## src/rtl/ram_if_pkg.sv

```systemverilog
// Shared constants and FSM encoding for the ram_mux write-side feeder.
// Defaults here are picked up as parameter defaults by the packer modules.
package ram_if_pkg;
  localparam int DATA_W    = 768;
  localparam int ADDR_W    = 32;
  localparam int ADDR_STEP = 6;

  typedef enum logic {
    WAIT_SOF = 1'b0,
    FILL     = 1'b1
  } state_e;

  // Counter width that stays legal when the counted range collapses to one value.
  function automatic int clog2_min1(input int n);
    return (n > 1) ? $clog2(n) : 1;
  endfunction
endpackage

```

## src/rtl/ram_write_packer_assembler.sv

```systemverilog
// Byte-to-word assembly: MSB-first byte placement, byte counter and assembly-full flag.
// A completed word either leaves immediately (via word_next) or parks here when defer is high.
module byte_word_assembler
  import ram_if_pkg::*;
#(
  parameter int DATA_W = ram_if_pkg::DATA_W
) (
  input  logic              clk,
  input  logic              rst_n,
  input  logic              start,
  input  logic              push,
  input  logic              defer,
  input  logic              take,
  input  logic [7:0]        byte_in,
  output logic [DATA_W-1:0] word,
  output logic [DATA_W-1:0] word_next,
  output logic              last,
  output logic              full
);
  localparam int NB    = DATA_W / 8;
  localparam int CNT_W = clog2_min1(NB);
  localparam logic [CNT_W-1:0] LAST_IDX = CNT_W'(NB - 1);

  logic [CNT_W-1:0]  cnt_q, cnt_d, idx;
  logic              full_q, full_d;
  logic [DATA_W-1:0] word_q, word_d;
  logic              wr;

  always_comb begin
    wr     = start || push;
    idx    = start ? '0 : cnt_q;
    last   = wr && (idx == LAST_IDX);
    cnt_d  = cnt_q;
    full_d = full_q;
    word_d = word_q;
    if (take) full_d = 1'b0;
    if (wr) begin
      cnt_d = last ? '0 : idx + 1'b1;
      if (last && defer) full_d = 1'b1;
      for (int k = 0; k < NB; k++) begin
        if (idx == CNT_W'(k)) word_d[DATA_W-1-8*k -: 8] = byte_in;
      end
    end
  end

  always_ff @(posedge clk or negedge rst_n) begin
    if (!rst_n) begin
      cnt_q  <= '0;
      full_q <= 1'b0;
    end else begin
      cnt_q  <= cnt_d;
      full_q <= full_d;
    end
  end

  // Assembly data needs no reset: every word is fully rewritten before it is used.
  always_ff @(posedge clk) begin
    word_q <= word_d;
  end

  assign word      = word_q;
  assign word_next = word_d;
  assign full      = full_q;
endmodule

```

## src/rtl/ram_write_packer.sv

```systemverilog
// Packs the 8-bit client stream into RAM words for ram_mux: holding register,
// frame word counter, address generation, frame-sync FSM and status flags.
module ram_write_packer
  import ram_if_pkg::*;
#(
  parameter int DATA_W      = ram_if_pkg::DATA_W,
  parameter int ADDR_W      = ram_if_pkg::ADDR_W,
  parameter int ADDR_STEP   = ram_if_pkg::ADDR_STEP,
  parameter int FRAME_BASE  = 0,
  parameter int FRAME_WORDS = 1600
) (
  input  logic              clk0_tb,
  input  logic              rst0_tb,
  input  logic [7:0]        in_data,
  input  logic              in_valid,
  input  logic              in_sof,
  output logic              in_ready,
  input  logic              wr_ready,
  output logic [DATA_W-1:0] write_data,
  output logic              write_ram,
  output logic [ADDR_W-1:0] write_address,
  output logic              new_frame,
  output logic              sync_err
);
  localparam int IDX_W = clog2_min1(FRAME_WORDS);
  localparam logic [IDX_W-1:0] LAST_WORD = IDX_W'(FRAME_WORDS - 1);

  state_e            state_q, state_d;
  logic [IDX_W-1:0]  word_idx_q, word_idx_d;
  logic              hold_vld_q, hold_vld_d;
  logic              hold_last_q, hold_last_d;
  logic [DATA_W-1:0] hold_data_q, hold_data_d;
  logic [ADDR_W-1:0] hold_addr_q, hold_addr_d;
  logic              new_frame_q, new_frame_d;
  logic              sync_err_q, sync_err_d;

  logic              acc, sof_acc, fill_acc, hold_free, move_full, move_direct;
  logic [DATA_W-1:0] asm_word, asm_word_next;
  logic              asm_last, asm_full;
  logic [ADDR_W-1:0] cur_addr;

  // Holding may be freed and refilled on the same edge, so a write frees it.
  assign in_ready    = rst0_tb && !(asm_full && hold_vld_q);
  assign acc         = in_valid && in_ready;
  assign sof_acc     = acc && in_sof;
  assign fill_acc    = acc && !in_sof && (state_q == FILL);
  assign write_ram   = hold_vld_q && wr_ready;
  assign hold_free   = !hold_vld_q || wr_ready;
  assign move_full   = asm_full && hold_free;
  assign move_direct = asm_last && hold_free;
  assign cur_addr    = ADDR_W'(FRAME_BASE) + ADDR_W'(word_idx_q) * ADDR_W'(ADDR_STEP);

  byte_word_assembler #(.DATA_W(DATA_W)) u_asm (
    .clk       (clk0_tb),
    .rst_n     (rst0_tb),
    .start     (sof_acc),
    .push      (fill_acc),
    .defer     (!hold_free),
    .take      (move_full),
    .byte_in   (in_data),
    .word      (asm_word),
    .word_next (asm_word_next),
    .last      (asm_last),
    .full      (asm_full)
  );

  always_comb begin
    state_d     = state_q;
    word_idx_d  = word_idx_q;
    hold_vld_d  = hold_vld_q;
    hold_last_d = hold_last_q;
    hold_data_d = hold_data_q;
    hold_addr_d = hold_addr_q;
    sync_err_d  = sync_err_q;
    new_frame_d = write_ram && hold_last_q;

    if (sof_acc) begin
      state_d = FILL;
    end else if (fill_acc && asm_last && (word_idx_q == LAST_WORD)) begin
      state_d = WAIT_SOF;
    end
    if (sof_acc && (state_q == FILL)) sync_err_d = 1'b1;

    if (write_ram) hold_vld_d = 1'b0;
    if (move_full || move_direct) begin
      hold_vld_d  = 1'b1;
      hold_data_d = move_full ? asm_word : asm_word_next;
      hold_addr_d = cur_addr;
      hold_last_d = (word_idx_q == LAST_WORD);
      word_idx_d  = (word_idx_q == LAST_WORD) ? '0 : word_idx_q + 1'b1;
    end
    // A resync restarts the frame count after any pending word took its address.
    if (sof_acc) word_idx_d = '0;
  end

  always_ff @(posedge clk0_tb or negedge rst0_tb) begin
    if (!rst0_tb) begin
      state_q     <= WAIT_SOF;
      word_idx_q  <= '0;
      hold_vld_q  <= 1'b0;
      hold_last_q <= 1'b0;
      hold_data_q <= '0;
      hold_addr_q <= '0;
      new_frame_q <= 1'b0;
      sync_err_q  <= 1'b0;
    end else begin
      state_q     <= state_d;
      word_idx_q  <= word_idx_d;
      hold_vld_q  <= hold_vld_d;
      hold_last_q <= hold_last_d;
      hold_data_q <= hold_data_d;
      hold_addr_q <= hold_addr_d;
      new_frame_q <= new_frame_d;
      sync_err_q  <= sync_err_d;
    end
  end

  assign write_data    = hold_data_q;
  assign write_address = hold_addr_q;
  assign new_frame     = new_frame_q;
  assign sync_err      = sync_err_q;
endmodule

```

## config.mk

```make
export PLATFORM = sky130hd
export DESIGN_NAME = ram_write_packer
export DESIGN_NICKNAME = d
export VERILOG_FILES = /design/src/rtl/ram_if_pkg.sv /design/src/rtl/ram_write_packer_assembler.sv /design/src/rtl/ram_write_packer.sv
export SDC_FILE = /design/constraint.sdc
export NUM_CORES = 2
export LEC_CHECK = 0
export BUFFER_PORTS_ARGS = -buffer_cell sky130_fd_sc_hd__buf_4
export CAP_MARGIN = 20
export CORE_ASPECT_RATIO = 0.9
export CORE_UTILIZATION = 54
export CTS_CLUSTER_DIAMETER = 150
export CTS_CLUSTER_SIZE = 30
export DETAILED_ROUTE_END_ITERATION = 8
export PLACE_DENSITY = 0.75
export SLEW_MARGIN = 0
export SYNTH_ARGS = -nofsm -noshare
export SYNTH_HDL_FRONTEND = slang
export SYNTH_SLANG_ARGS = --single-unit
```

## constraint.sdc

```tcl
create_clock -name clk0_tb -period 4.2 [get_ports clk0_tb]
set_clock_uncertainty 0.1 [all_clocks]
set_input_delay 0.21 -clock clk0_tb [delete_from_list [all_inputs] [get_ports clk0_tb]]
set_output_delay 0.21 -clock clk0_tb [all_outputs]
set_load 0.01 [all_outputs]
```

==> implementation parameters <==
Parameter                              Value

GRT
  Pin count of the biggest net entering global routing    201
  Fraction of met1 tracks used by global routing    0.413
  GR peak layer    met2
  Global routing met3 resource utilization    0.0702
  Antenna violations before repair    2
  Sum of overflow across all layers after global routing    0
  Global routing met2 resource utilization    0.508
  Wire length of the first global-routing pass    300,000 um
  All-layer global routing usage    0.318
  Via count of the first global-routing pass    48,000

Synth
  Number of synthesized register bits    1,573
  Count of synthesis-stage warnings from yosys    0
  Share of synthesized area spent on multiplexers    0.133
  Dominant cell type by area after synthesis    sky130_fd_sc_hd__dfrtp_1
  Number of enable flip-flop cells after synthesis    0
  Asr flop ratio synth    0.512
  Proportion of netlist area held by the largest area contributor    0.312
  Post-synthesis xor/xnor area fraction    0.00108
  Post-Synth Adder-Cell Area    0.00360
  Unique cell type count in the Yosys netlist    65
  Post-Syn Area    0.0646 mm2
  Proportion of synthesized chip area in sequential cells    0.550
  Synth Area per Inst    10.7 um2
  Fraction of the mapped netlist area in compound gates    0.192
  Prevailing post-synth register cell    sky130_fd_sc_hd__dfrtp_1
  Leading cell types by total area after synthesis    sky130_fd_sc_hd__dfrtp_1, sky130_fd_sc_hd__dfxtp_1, sky130_fd_sc_hd__mux2_2
  Post-Synth Simple-Gate Area    0.0850
  Cell count after synthesis    6,031
  Largest family of logic cells by synthesized area    compound AO/OA/AOI/OAI gates

Worst setup path
  Worst Path Required    4710 ps
  Signal arrival time at the worst endpoint    4350 ps
  Setup CP Type    flop to flop
  Highest fanout seen on the critical path    8
  Setup crit start kind    flop
  Critical Path End Type    flop

Drt
  Drt pass-1 iters    5
  Average detailed-routed wire length per instance    24.6 um
  Detailed-route via count    49,200
  Antenna Violating Nets Remaining    0
  First DRT Iteration DRCs    4,473
  Via-to-Cell Ratio    6.06
  DR DRC count    0
  Post-Route WL    200,000 um

Pwr
  Worst-case vdd ir drop    0.343 mV
  Pwr Density    345 mW/mm2
  Static Leak    0.0316 uW

STA
  Final period demand of the worst path    3830 ps
  Final number of max-transition violations    0
  Maximum clock frequency    0.261 GHz
  Final critical-path share of the clock period    0.913
  Worst hold-check slack    60.9 ps
  Setup repair after global routing missed its margin    no
  Worst-Margin Slew    1100 ps
  Final hold vios    0
  Count of endpoints failing setup in the final report    0
  Post-route setup TNS    0 ps
  Relative slew slack    0.267

Placed design
  Routability congestion estimate    0.867
  HPWL Detailed    125,000 um
  # port buffers    797

CTS
  Clock input transition at the sequential cells of the worst setup and hold paths    120 ps
  Clock tree root driver cell    sky130_fd_sc_hd__clkbuf_16
  CTS tree    done
  Cts repair resizes    0
  Count of hold-fix buffers inserted at cts    6
  Clock buffer count from CTS    58
  Maximum count of clock buffers along a single path    3
  # clock sinks    1,573
  Clock H-tree levels    2
  Buffer count from post-CTS setup fixing    0
  Clock latency reported for the late side of the worst-skew pair    720 ps

Cells and area
  Area growth from synthesis to final layout    14.3%
  Diode insertion count for antenna repair    0
  Final-layout fill cell count    9,458
  Proportion of layout cells with a drive suffix above 1    0.293
  Final core utilization    0.627
  Final #Nets    6,534

Die
  Area of the placeable core    0.118 mm2
  Number of placement rows    119
  Die footprint    0.121 mm2
  Die Y-Extent    330 um
  Number of top-level design ports    817
  Initial Util    0.548
  Die width    367 um

Min path
  Hold/Removal Path Class    input pin to asynchronous set/reset pin

Status
  Run status    finished, final reports clean

Job
  Count of maximum capacitance violations    0
cell usage in the layout (no fill, tap or decap), types with 87 or more instances in the layout:
master	instances
sky130_fd_sc_hd__nor2_1	508
sky130_fd_sc_hd__dfxtp_1	768
sky130_fd_sc_hd__nand2_1	577
sky130_fd_sc_hd__o31ai_1	87
sky130_fd_sc_hd__mux2_2	751
sky130_fd_sc_hd__buf_4	885
sky130_fd_sc_hd__o21a_1	354
sky130_fd_sc_hd__o31a_1	136
sky130_fd_sc_hd__dfrtp_1	804
sky130_fd_sc_hd__o22ai_1	482
sky130_fd_sc_hd__a21oi_1	503
kinds of logic after synthesis:
logic type,after synthesis
adder cells (fa/ha/maj),18
multiplexers,760
AND/OR/NAND/NOR,1270
XOR/XNOR,8
buffers and inverters,562
other,1
AO/OA/AOI/OAI,1839
flip-flops,1573
path summary, 6_finish.rpt:
path / startpoint / endpoint / slack (ps) / depth (start not counted)
setup / recovery: u_asm.full / write_data[439] / 370 / 12
hold / removal: rst0_tb / write_data[110] / 60 / 3
setup reg to reg: u_asm.full / write_data[439] / 370 / 12
hold reg to reg: u_asm.word[521] / write_data[521] / 330 / 2
max in group asynchronous: rst0_tb / write_data[205] / 1480 / 5
min in group clk0_tb: in_data[4] / u_asm.word[4] / 70 / 3
final cells by class:
class	count	area [um2]	area share
flip-flops and latches	1573	35500	0.481
repair buffers	937	7620	0.103
well taps	1573	1970	0.0267
multi-input cells	3914	26900	0.365
clock buffers	99	1640	0.0222
inverters	19	71.3	0.000966
clock inverters	2	25.0	0.000339
metrics by stage:
step / cells / setup slack, ps / instance area (um2) / total power, uW
floorplan: 6049 / 573 / 64600 / 17600
global placement: 8010 / 439 / 72100 / 18300
detailed placement: 8010 / 411 / 72100 / 18400
CTS: 8117 / 375 / 73800 / 25600
global route: 8117 / 250 / 73800 / 26300
finish: 8117 / 366 / 73800 / 25500
Yosys cell counts (6+ instances only):
cell                       count
sky130_fd_sc_hd__xnor2_1       6
sky130_fd_sc_hd__o31ai_1      87
sky130_fd_sc_hd__nor2_1      509
sky130_fd_sc_hd__dfrtp_1     805
sky130_fd_sc_hd__a21oi_1     503
sky130_fd_sc_hd__buf_2        48
sky130_fd_sc_hd__ha_1         17
sky130_fd_sc_hd__a22oi_1      17
sky130_fd_sc_hd__o21ai_0      41
sky130_fd_sc_hd__buf_4        20
sky130_fd_sc_hd__o22a_1       86
sky130_fd_sc_hd__nor3_1       10
sky130_fd_sc_hd__dfxtp_1     768
sky130_fd_sc_hd__mux2_4        9
sky130_fd_sc_hd__nand2_1     580
sky130_fd_sc_hd__and3_1       30
sky130_fd_sc_hd__nor3_2       52
sky130_fd_sc_hd__o21a_1      354
sky130_fd_sc_hd__nand4_1       8
sky130_fd_sc_hd__clkbuf_1    463
sky130_fd_sc_hd__o31a_1      136
sky130_fd_sc_hd__a221o_1      16
sky130_fd_sc_hd__inv_1        18
sky130_fd_sc_hd__nand3_1      21
sky130_fd_sc_hd__or2_2         8
sky130_fd_sc_hd__nor2b_1       7
sky130_fd_sc_hd__or3_1         9
sky130_fd_sc_hd__mux2_2      751
sky130_fd_sc_hd__o21ba_1       8
sky130_fd_sc_hd__o22ai_1     482
sky130_fd_sc_hd__buf_1         8
sky130_fd_sc_hd__o32a_1        8
sky130_fd_sc_hd__o21ba_2      77
sky130_fd_sc_hd__or4_1         7
power breakdown:
part	switching, uW	internal [uW]	leakage, uW
Combinational	1130	798	0.0159
Sequential	414	15800	0.0149
Clock	4630	2710	0.000792
Total	6180	19300	0.0316
state kept, by name, indices dropped and copies added, names as in the netlist:
signal and cells:
sync_err 1, word_idx_q 11, hold_vld_q 1, write_data 768, state_q 1, u_asm.full 1
u_asm.cnt_q 7, write_address 13, u_asm.word 768, new_frame 1, hold_last_q 1
critical path, cell delays in order, from the launching register on:
cell	delay [ps]
sky130_fd_sc_hd__dfrtp_4	500
sky130_fd_sc_hd__a21bo_2	240
sky130_fd_sc_hd__inv_1	80
sky130_fd_sc_hd__nand3_1	270
sky130_fd_sc_hd__and2_1	310
sky130_fd_sc_hd__inv_1	60
sky130_fd_sc_hd__ha_1	270
sky130_fd_sc_hd__inv_1	120
sky130_fd_sc_hd__or2_2	400
sky130_fd_sc_hd__nor4_2	440
sky130_fd_sc_hd__buf_4	280
sky130_fd_sc_hd__mux2_2	360
sky130_fd_sc_hd__o31a_1	280
per-layer routing:
metal | vias to the layer above | share of wire
li1 | 22500 | -
met1 | 24600 | 0.41
met2 | 1705 | 0.46
met3 | 399 | 0.074
met4 | 2 | 0.054
met5 | - | 0.000065
Note: power is estimated with default switching activity, not from simulation.
